<file path="src/rtl/computie_bus_capture_if.sv">
// Signal bundle between the Computie bus snooper/dumper and the capture buffer.
// The capture block takes the slave side; the bus/consumer environment takes the master side.
interface computie_bus_capture_if #(
    parameter int unsigned BITWIDTH = 32
);
    logic                  arm;
    logic                  stop;
    logic                  bus_as_n;
    logic                  bus_rw;
    logic [BITWIDTH-1:0]   bus_address;
    logic [BITWIDTH-1:0]   bus_data;
    logic                  dump_start;
    logic                  out_valid;
    logic                  out_ready;
    logic [2*BITWIDTH:0]   out_data;
    logic                  out_empty;
    logic                  overflow;

    modport master (
        output arm, stop, bus_as_n, bus_rw, bus_address, bus_data, out_ready,
        input  dump_start, out_valid, out_data, out_empty, overflow
    );

    modport slave (
        input  arm, stop, bus_as_n, bus_rw, bus_address, bus_data, out_ready,
        output dump_start, out_valid, out_data, out_empty, overflow
    );
endinterface

</file>
<file path="src/rtl/computie_bus_capture.sv">
// Snoops Computie bus cycles into a DEPTH-entry FIFO while armed, then streams
// the captured {rw, address, data} entries to the dumper over valid/ready.
module computie_bus_capture #(
    parameter int unsigned BITWIDTH = 32,
    parameter int unsigned DEPTH    = 8
) (
    input  logic                   comm_clock,
    input  logic                   comm_reset,
    computie_bus_capture_if.slave  cap
);
    localparam int unsigned PTR_W   = $clog2(DEPTH);
    localparam int unsigned CNT_W   = PTR_W + 1;
    localparam int unsigned ENTRY_W = 2 * BITWIDTH + 1;

    typedef enum logic [1:0] {
        IDLE    = 2'd0,
        CAPTURE = 2'd1,
        DRAIN   = 2'd2
    } state_t;

    state_t               state;
    logic                 as_meta;
    logic                 as_s;
    logic                 as_d;
    logic [ENTRY_W-1:0]   hold;
    logic [ENTRY_W-1:0]   mem [DEPTH];
    logic [PTR_W-1:0]     rd_ptr;
    logic [PTR_W-1:0]     wr_ptr;
    logic [PTR_W-1:0]     rd_ptr_inc;
    logic [CNT_W-1:0]     count;
    logic [CNT_W-1:0]     count_wr;
    logic                 commit;
    logic                 wr_en;
    logic                 pop;
    logic [ENTRY_W-1:0]   first_entry;

    // Strobe synchronizer plus edge-detect stage; idle level is high.
    always_ff @(posedge comm_clock or posedge comm_reset) begin
        if (comm_reset) begin
            as_meta <= 1'b1;
            as_s    <= 1'b1;
            as_d    <= 1'b1;
        end else begin
            as_meta <= cap.bus_as_n;
            as_s    <= as_meta;
            as_d    <= as_s;
        end
    end

    // Tracks the bus while the synchronized strobe is low; frozen once it rises.
    always_ff @(posedge comm_clock or posedge comm_reset) begin
        if (comm_reset) begin
            hold <= '0;
        end else if (!as_s) begin
            hold <= {cap.bus_rw, cap.bus_address, cap.bus_data};
        end
    end

    always_comb begin
        commit     = as_s & ~as_d;
        wr_en      = (state == CAPTURE) && commit && !cap.arm && (count < CNT_W'(DEPTH));
        pop        = (state == DRAIN) && cap.out_valid && cap.out_ready;
        rd_ptr_inc = rd_ptr + PTR_W'(1);
        count_wr   = count + CNT_W'(wr_en);
        // An empty FIFO being written on the DRAIN-entry edge presents the new entry directly.
        first_entry = (count == '0) ? hold : mem[rd_ptr];
    end

    always_ff @(posedge comm_clock) begin
        if (wr_en) begin
            mem[wr_ptr] <= hold;
        end
    end

    always_ff @(posedge comm_clock or posedge comm_reset) begin
        if (comm_reset) begin
            state          <= IDLE;
            rd_ptr         <= '0;
            wr_ptr         <= '0;
            count          <= '0;
            cap.dump_start <= 1'b0;
            cap.out_valid  <= 1'b0;
            cap.out_data   <= '0;
            cap.out_empty  <= 1'b0;
            cap.overflow   <= 1'b0;
        end else begin
            case (state)
                IDLE: begin
                    if (cap.arm) begin
                        rd_ptr       <= '0;
                        wr_ptr       <= '0;
                        count        <= '0;
                        cap.overflow <= 1'b0;
                        state        <= CAPTURE;
                    end
                end

                CAPTURE: begin
                    if (cap.arm) begin
                        rd_ptr <= '0;
                        wr_ptr <= '0;
                        count  <= '0;
                    end else begin
                        if (wr_en) begin
                            wr_ptr <= wr_ptr + PTR_W'(1);
                            count  <= count_wr;
                        end
                        if (commit && (count == CNT_W'(DEPTH))) begin
                            cap.overflow <= 1'b1;
                        end
                        if ((wr_en && (count_wr == CNT_W'(DEPTH))) ||
                            (cap.stop && (count_wr != '0))) begin
                            state          <= DRAIN;
                            cap.dump_start <= 1'b1;
                            cap.out_valid  <= 1'b1;
                            cap.out_empty  <= (count_wr == CNT_W'(1));
                            cap.out_data   <= first_entry;
                        end else if (cap.stop) begin
                            state <= IDLE;
                        end
                    end
                end

                DRAIN: begin
                    if (commit) begin
                        cap.overflow <= 1'b1;
                    end
                    if (pop) begin
                        rd_ptr <= rd_ptr_inc;
                        count  <= count - CNT_W'(1);
                        if (count == CNT_W'(1)) begin
                            state          <= IDLE;
                            cap.dump_start <= 1'b0;
                            cap.out_valid  <= 1'b0;
                            cap.out_empty  <= 1'b0;
                            cap.out_data   <= '0;
                        end else begin
                            cap.out_data  <= mem[rd_ptr_inc];
                            cap.out_empty <= (count == CNT_W'(2));
                        end
                    end
                end

                default: begin
                    state <= IDLE;
                end
            endcase
        end
    end
endmodule

</file>
<file path="src/flat_wrapper.sv">
// flat-port wrapper written by rule: the top's interface ports become plain ports
module computie_bus_capture_flat 
#(
    parameter int unsigned BITWIDTH = 32,
    parameter int unsigned DEPTH    = 8
)
  (comm_clock, comm_reset, cap_arm, cap_stop, cap_bus_as_n, cap_bus_rw, cap_bus_address, cap_bus_data, cap_out_ready, cap_dump_start, cap_out_valid, cap_out_data, cap_out_empty, cap_overflow);
  computie_bus_capture_if #(.BITWIDTH(BITWIDTH)) cap_i ();
  input  logic comm_clock;
  input  logic comm_reset;
  input wire logic [$bits(cap_i.arm)-1:0] cap_arm;
  input wire logic [$bits(cap_i.stop)-1:0] cap_stop;
  input wire logic [$bits(cap_i.bus_as_n)-1:0] cap_bus_as_n;
  input wire logic [$bits(cap_i.bus_rw)-1:0] cap_bus_rw;
  input wire logic [$bits(cap_i.bus_address)-1:0] cap_bus_address;
  input wire logic [$bits(cap_i.bus_data)-1:0] cap_bus_data;
  input wire logic [$bits(cap_i.out_ready)-1:0] cap_out_ready;
  output wire logic [$bits(cap_i.dump_start)-1:0] cap_dump_start;
  output wire logic [$bits(cap_i.out_valid)-1:0] cap_out_valid;
  output wire logic [$bits(cap_i.out_data)-1:0] cap_out_data;
  output wire logic [$bits(cap_i.out_empty)-1:0] cap_out_empty;
  output wire logic [$bits(cap_i.overflow)-1:0] cap_overflow;
  assign cap_i.arm = cap_arm;
  assign cap_i.stop = cap_stop;
  assign cap_i.bus_as_n = cap_bus_as_n;
  assign cap_i.bus_rw = cap_bus_rw;
  assign cap_i.bus_address = cap_bus_address;
  assign cap_i.bus_data = cap_bus_data;
  assign cap_i.out_ready = cap_out_ready;
  assign cap_dump_start = cap_i.dump_start;
  assign cap_out_valid = cap_i.out_valid;
  assign cap_out_data = cap_i.out_data;
  assign cap_out_empty = cap_i.out_empty;
  assign cap_overflow = cap_i.overflow;
  computie_bus_capture #(.BITWIDTH(BITWIDTH), .DEPTH(DEPTH)) u_core (.comm_clock(comm_clock), .comm_reset(comm_reset), .cap(cap_i));
endmodule
</file>
<file path="config.mk">
export PLATFORM = sky130hd
export DESIGN_NAME = computie_bus_capture_flat
export DESIGN_NICKNAME = d
export VERILOG_FILES = /design/src/rtl/computie_bus_capture_if.sv /design/src/rtl/computie_bus_capture.sv /design/src/flat_wrapper.sv
export SDC_FILE = /design/constraint.sdc
export NUM_CORES = 1
export LEC_CHECK = 0
export BUFFER_PORTS_ARGS = -buffer_cell sky130_fd_sc_hd__buf_2
export CAP_MARGIN = 25
export CORE_MARGIN = 4
export CORE_UTILIZATION = 55
export CTS_BUF_LIST = sky130_fd_sc_hd__clkbuf_2 sky130_fd_sc_hd__clkbuf_4 sky130_fd_sc_hd__clkbuf_8
export DETAILED_ROUTE_END_ITERATION = 6
export MAX_ROUTING_LAYER = met4
export PLACE_DENSITY = 0.78
export SKIP_CTS_REPAIR_TIMING = 1
export SYNTH_ARGS = -nofsm -noshare
export SYNTH_HDL_FRONTEND = slang
export SYNTH_SLANG_ARGS = --single-unit
</file>
<file path="constraint.sdc">
create_clock -name comm_clock -period 12.95 [get_ports comm_clock]
set_input_delay 0.6475 -clock comm_clock [delete_from_list [all_inputs] [get_ports comm_clock]]
set_output_delay 0.6475 -clock comm_clock [all_outputs]
set_load 0.005 [all_outputs]
</file>
==> key figures <==
Yosys
  – Cells after synthesis: 1910
  – Avg Cell Area, Syn: 16.1 um^2
  – Post-synth EDFFs: 520
  – Synth Register Bits: 668
  – Most common flop cell mapped by yosys: edfxtp_1
  – Syn Nets: 1993
  – Asr flop ratio synth: 22.2%
  – Seq/Total Area, Yosys: 62.9%
  – YS warnings: 0
  – Unique masters post-synth: 50
  – Mapped cell area: 30700 um^2

Timing
  – F_max: 0.179 GHz
  – Worst slew pin tran: 1.16 ns
  – # setup viols final: 0
  – Final min period: 5.59 ns
  – RSZ-0062 raised after global routing: no
  – Fin. Hold Viols: 0
  – Final period util: 43.2%
  – Final Skew: 0.0206 ns
  – Slew headroom: 22.8%
  – Fin. max-slew vios: 0
  – Setup TNS: 0 ns

Setup path
  – R2R Path End: u_core.cap.out_data[37]
  – Crit path from: u_core.as_s
  – Path depth of the worst reg2reg path: 11
  – Critical Path Sink Type: flop
  – Critical Path Fanout Max: 68
  – Worst Setup EP: u_core.cap.out_data[37]
  – Reg-to-reg startpoint: u_core.as_s
  – Critical path data required time: 13.53 ns
  – Critical path arrival: 6.17 ns
  – Startpoint types: flop
  – Worst R2R Setup Slack: 7.36 ns
  – Critical path class: flop to flop

Detailed routing
  – Post-Route WL: 73800 um
  – Total iterations of the first detailed-routing run: 5
  – Vias: 18545
  – ANT nets after route: 0
  – Drt initial violations: 1925
  – Drt via density: 6.42
  – DR WL/cell: 25.5 um
  – Remaining DRCs: 0

Global route
  – First-pass GRT wire length: 113000 um
  – Vias in the first global route: 19160
  – Largest net degree at the start of global routing: 92
  – Number of antenna violations at the first check in global routing: 0
  – Tot GR Track Use: 25.4%
  – Grt ovf: 0

Worst hold path
  – Min-Delay Path Class: primary input to async pin

Flow run
  – Max-cap violations: 0

Floorplan
  – Rows: 86
  – Chip width: 244 um
  – Core Region: 55200 um^2
  – Chip Height: 244 um
  – # IOs: 140
  – Initial Util: 55.7%
  – Die Area: 59700 um^2

Layout
  – Syn-to-layout area delta: 12.4%
  – Post-layout net count: 2133
  – Layout cell share with drive strength beyond 1: 30.7%
  – Diodes inserted: 0
  – Final std cells w/o fill: 2889

Placement
  – Final HPWL DP: 39100 um
  – # port buffers: 139
  – GPL Wtd Cong: 0.790
  – Placed Instances: 2688

Power and ir drop
  – Switching share of power: 31.2%
  – Clock power share: 28.3%
  – Int Pwr: 4.55 mW
  – Combinational Power Share: 30.9%
  – Seq pwr share: 40.8%
  – VDD IR max: 0.188 mV
  – Leak: 11.2 nW
  – Sw Pwr: 2.06 mW
  – PD cells: 191 nW/um^2
  – Tot Pwr: 6.61 mW

Clock tree
  – CTS tree: yes
  – CTS Root Buffer Type: clkbuf_8
  – Skew-Pair Late Insertion Delay: 0.69 ns
  – CTS Buf Count: 105
  – Clock sinks: 668
  – H-tree depth: 3
  – Clock buffer depth: 3
  – Clock-pin slew on the worst setup and hold paths: 0.06 ns

Status
  – Status: completed
final cells by class:
class                   count  area, um^2
fillers                  3890       20700
clock inverters            29         206
repair buffers            175        1070
flip-flops and latches    668       19300
multi-input cells        1087       10900
well taps                 748         936
clock buffers             169        2070
inverters                  13        56.3
stage by stage:
stage / hold WS (ns) / area [um^2] / worst slack (ns) / utilization, %
5_1_grt: 0.0369 / 34500 / 7.13 / 62.6
2_1_floorplan: 0.345 / 30700 / 4.89 / -
3_3_place_gp: 0.349 / 32100 / 7.64 / 58.2
6_report: 0.0592 / 34500 / 7.36 / 62.6
3_5_place_dp: 0.349 / 32200 / 7.45 / 58.3
4_1_cts: 0.0141 / 34500 / 7.35 / 62.4
worst min path at each step:
stage	start	end	slack [ns]
after floorplan	u_core.as_meta	u_core.as_s	0.35
after global placement	u_core.as_meta	u_core.as_s	0.35
after detailed placement	u_core.as_meta	u_core.as_s	0.35
after CTS	cap_bus_as_n	u_core.as_meta	0.01
after global routing	cap_bus_as_n	u_core.as_meta	0.04
final	comm_reset	u_core.cap.out_data[9]	0.06
power by group through the flow:
stage,combinational [mW],sequential [mW],clock [mW]
final,2.04,2.70,1.87
after global routing,2.17,2.72,2.00
after CTS,2.03,2.70,1.90
after detailed placement,2.02,2.74,0
after global placement,1.97,2.73,0
after floorplan,1.51,2.66,0
registers in the layout (all words and copies together), names as in the netlist:
register	cells
u_core.as_d	1
u_core.count	4
u_core.state	2
u_core.wr_ptr	3
u_core.hold	65
u_core.as_s	1
u_core.cap.out_empty	1
u_core.cap.out_data	65
u_core.cap.dump_start	1
u_core.as_meta	1
u_core.cap.overflow	1
u_core.mem	520
u_core.rd_ptr	3
kinds of logic (layout without fill, tap and decap cells):
| logic type | count (synthesis) | after routing | synth area share, % |
|---|---|---|---|
| AO/OA/AOI/OAI | 163 | 163 | 3.99 |
| XOR/XNOR | 2 | 2 | 0.0570 |
| adder cells (fa/ha/maj) | 12 | 12 | 0.489 |
| buffers and inverters | 155 | 386 | 2.22 |
| flip-flops | 668 | 668 | 62.9 |
| multiplexers | 593 | 593 | 25.6 |
| AND/OR/NAND/NOR | 317 | 317 | 4.73 |
worst max-delay path: stages, from the launching register on:
cell,delay [ns]
dfstp_4,1.30
nand4bb_1,0.27
nand2b_1,0.35
inv_1,0.23
ha_1,0.27
ha_1,0.28
or2_2,0.31
nor4_1,0.44
a211o_1,0.26
o21a_4,0.42
buf_4,0.83
mux2_2,0.42
Yosys cell counts (4+ instances only):
cell type    n  share of area [%]
buf_2       45               0.73
nand2_1     10               0.12
edfxtp_1   520                 51
o22ai_1     66                1.3
mux2i_1    329                 11
o21ai_0      4              0.065
ha_1        12               0.49
mux2_2      94                3.4
dfrtp_1    145                 12
buf_6        5               0.18
a21oi_1      5              0.081
inv_1       13               0.16
clkbuf_1    72               0.88
nand2b_1     9               0.18
nor3_1       8               0.13
nor2_1     205                2.5
mux4_2     130                9.5
mux2_4      40                2.0
o32ai_1     67                1.9
nor4_1      68                1.4
buf_1       18               0.22
routing by layer:
metal  up-vias  global-route usage [%]  routed length [um]
met5         -                       -                   0
met2       995                    40.5               36000
met3       170                    4.30                6500
met1      9444                    33.3               29100
met4         0                    9.22                2200
li1       7936                       -                   -
cell usage in the layout (no fill, tap or decap), types with 15 or more instances in the layout:
cell type	netlist	layout
mux2_2	94	94
o32ai_1	67	67
dfrtp_1	145	144
mux2_4	40	40
buf_2	45	139
nor4_1	68	66
mux2i_1	329	329
edfxtp_1	520	520
o22ai_1	66	66
clkinv_2	0	15
mux4_2	130	130
nor2_1	205	202
buf_4	2	30
clkbuf_8	0	128
clkbuf_4	0	41
Note: power is estimated with default switching activity, not from simulation.
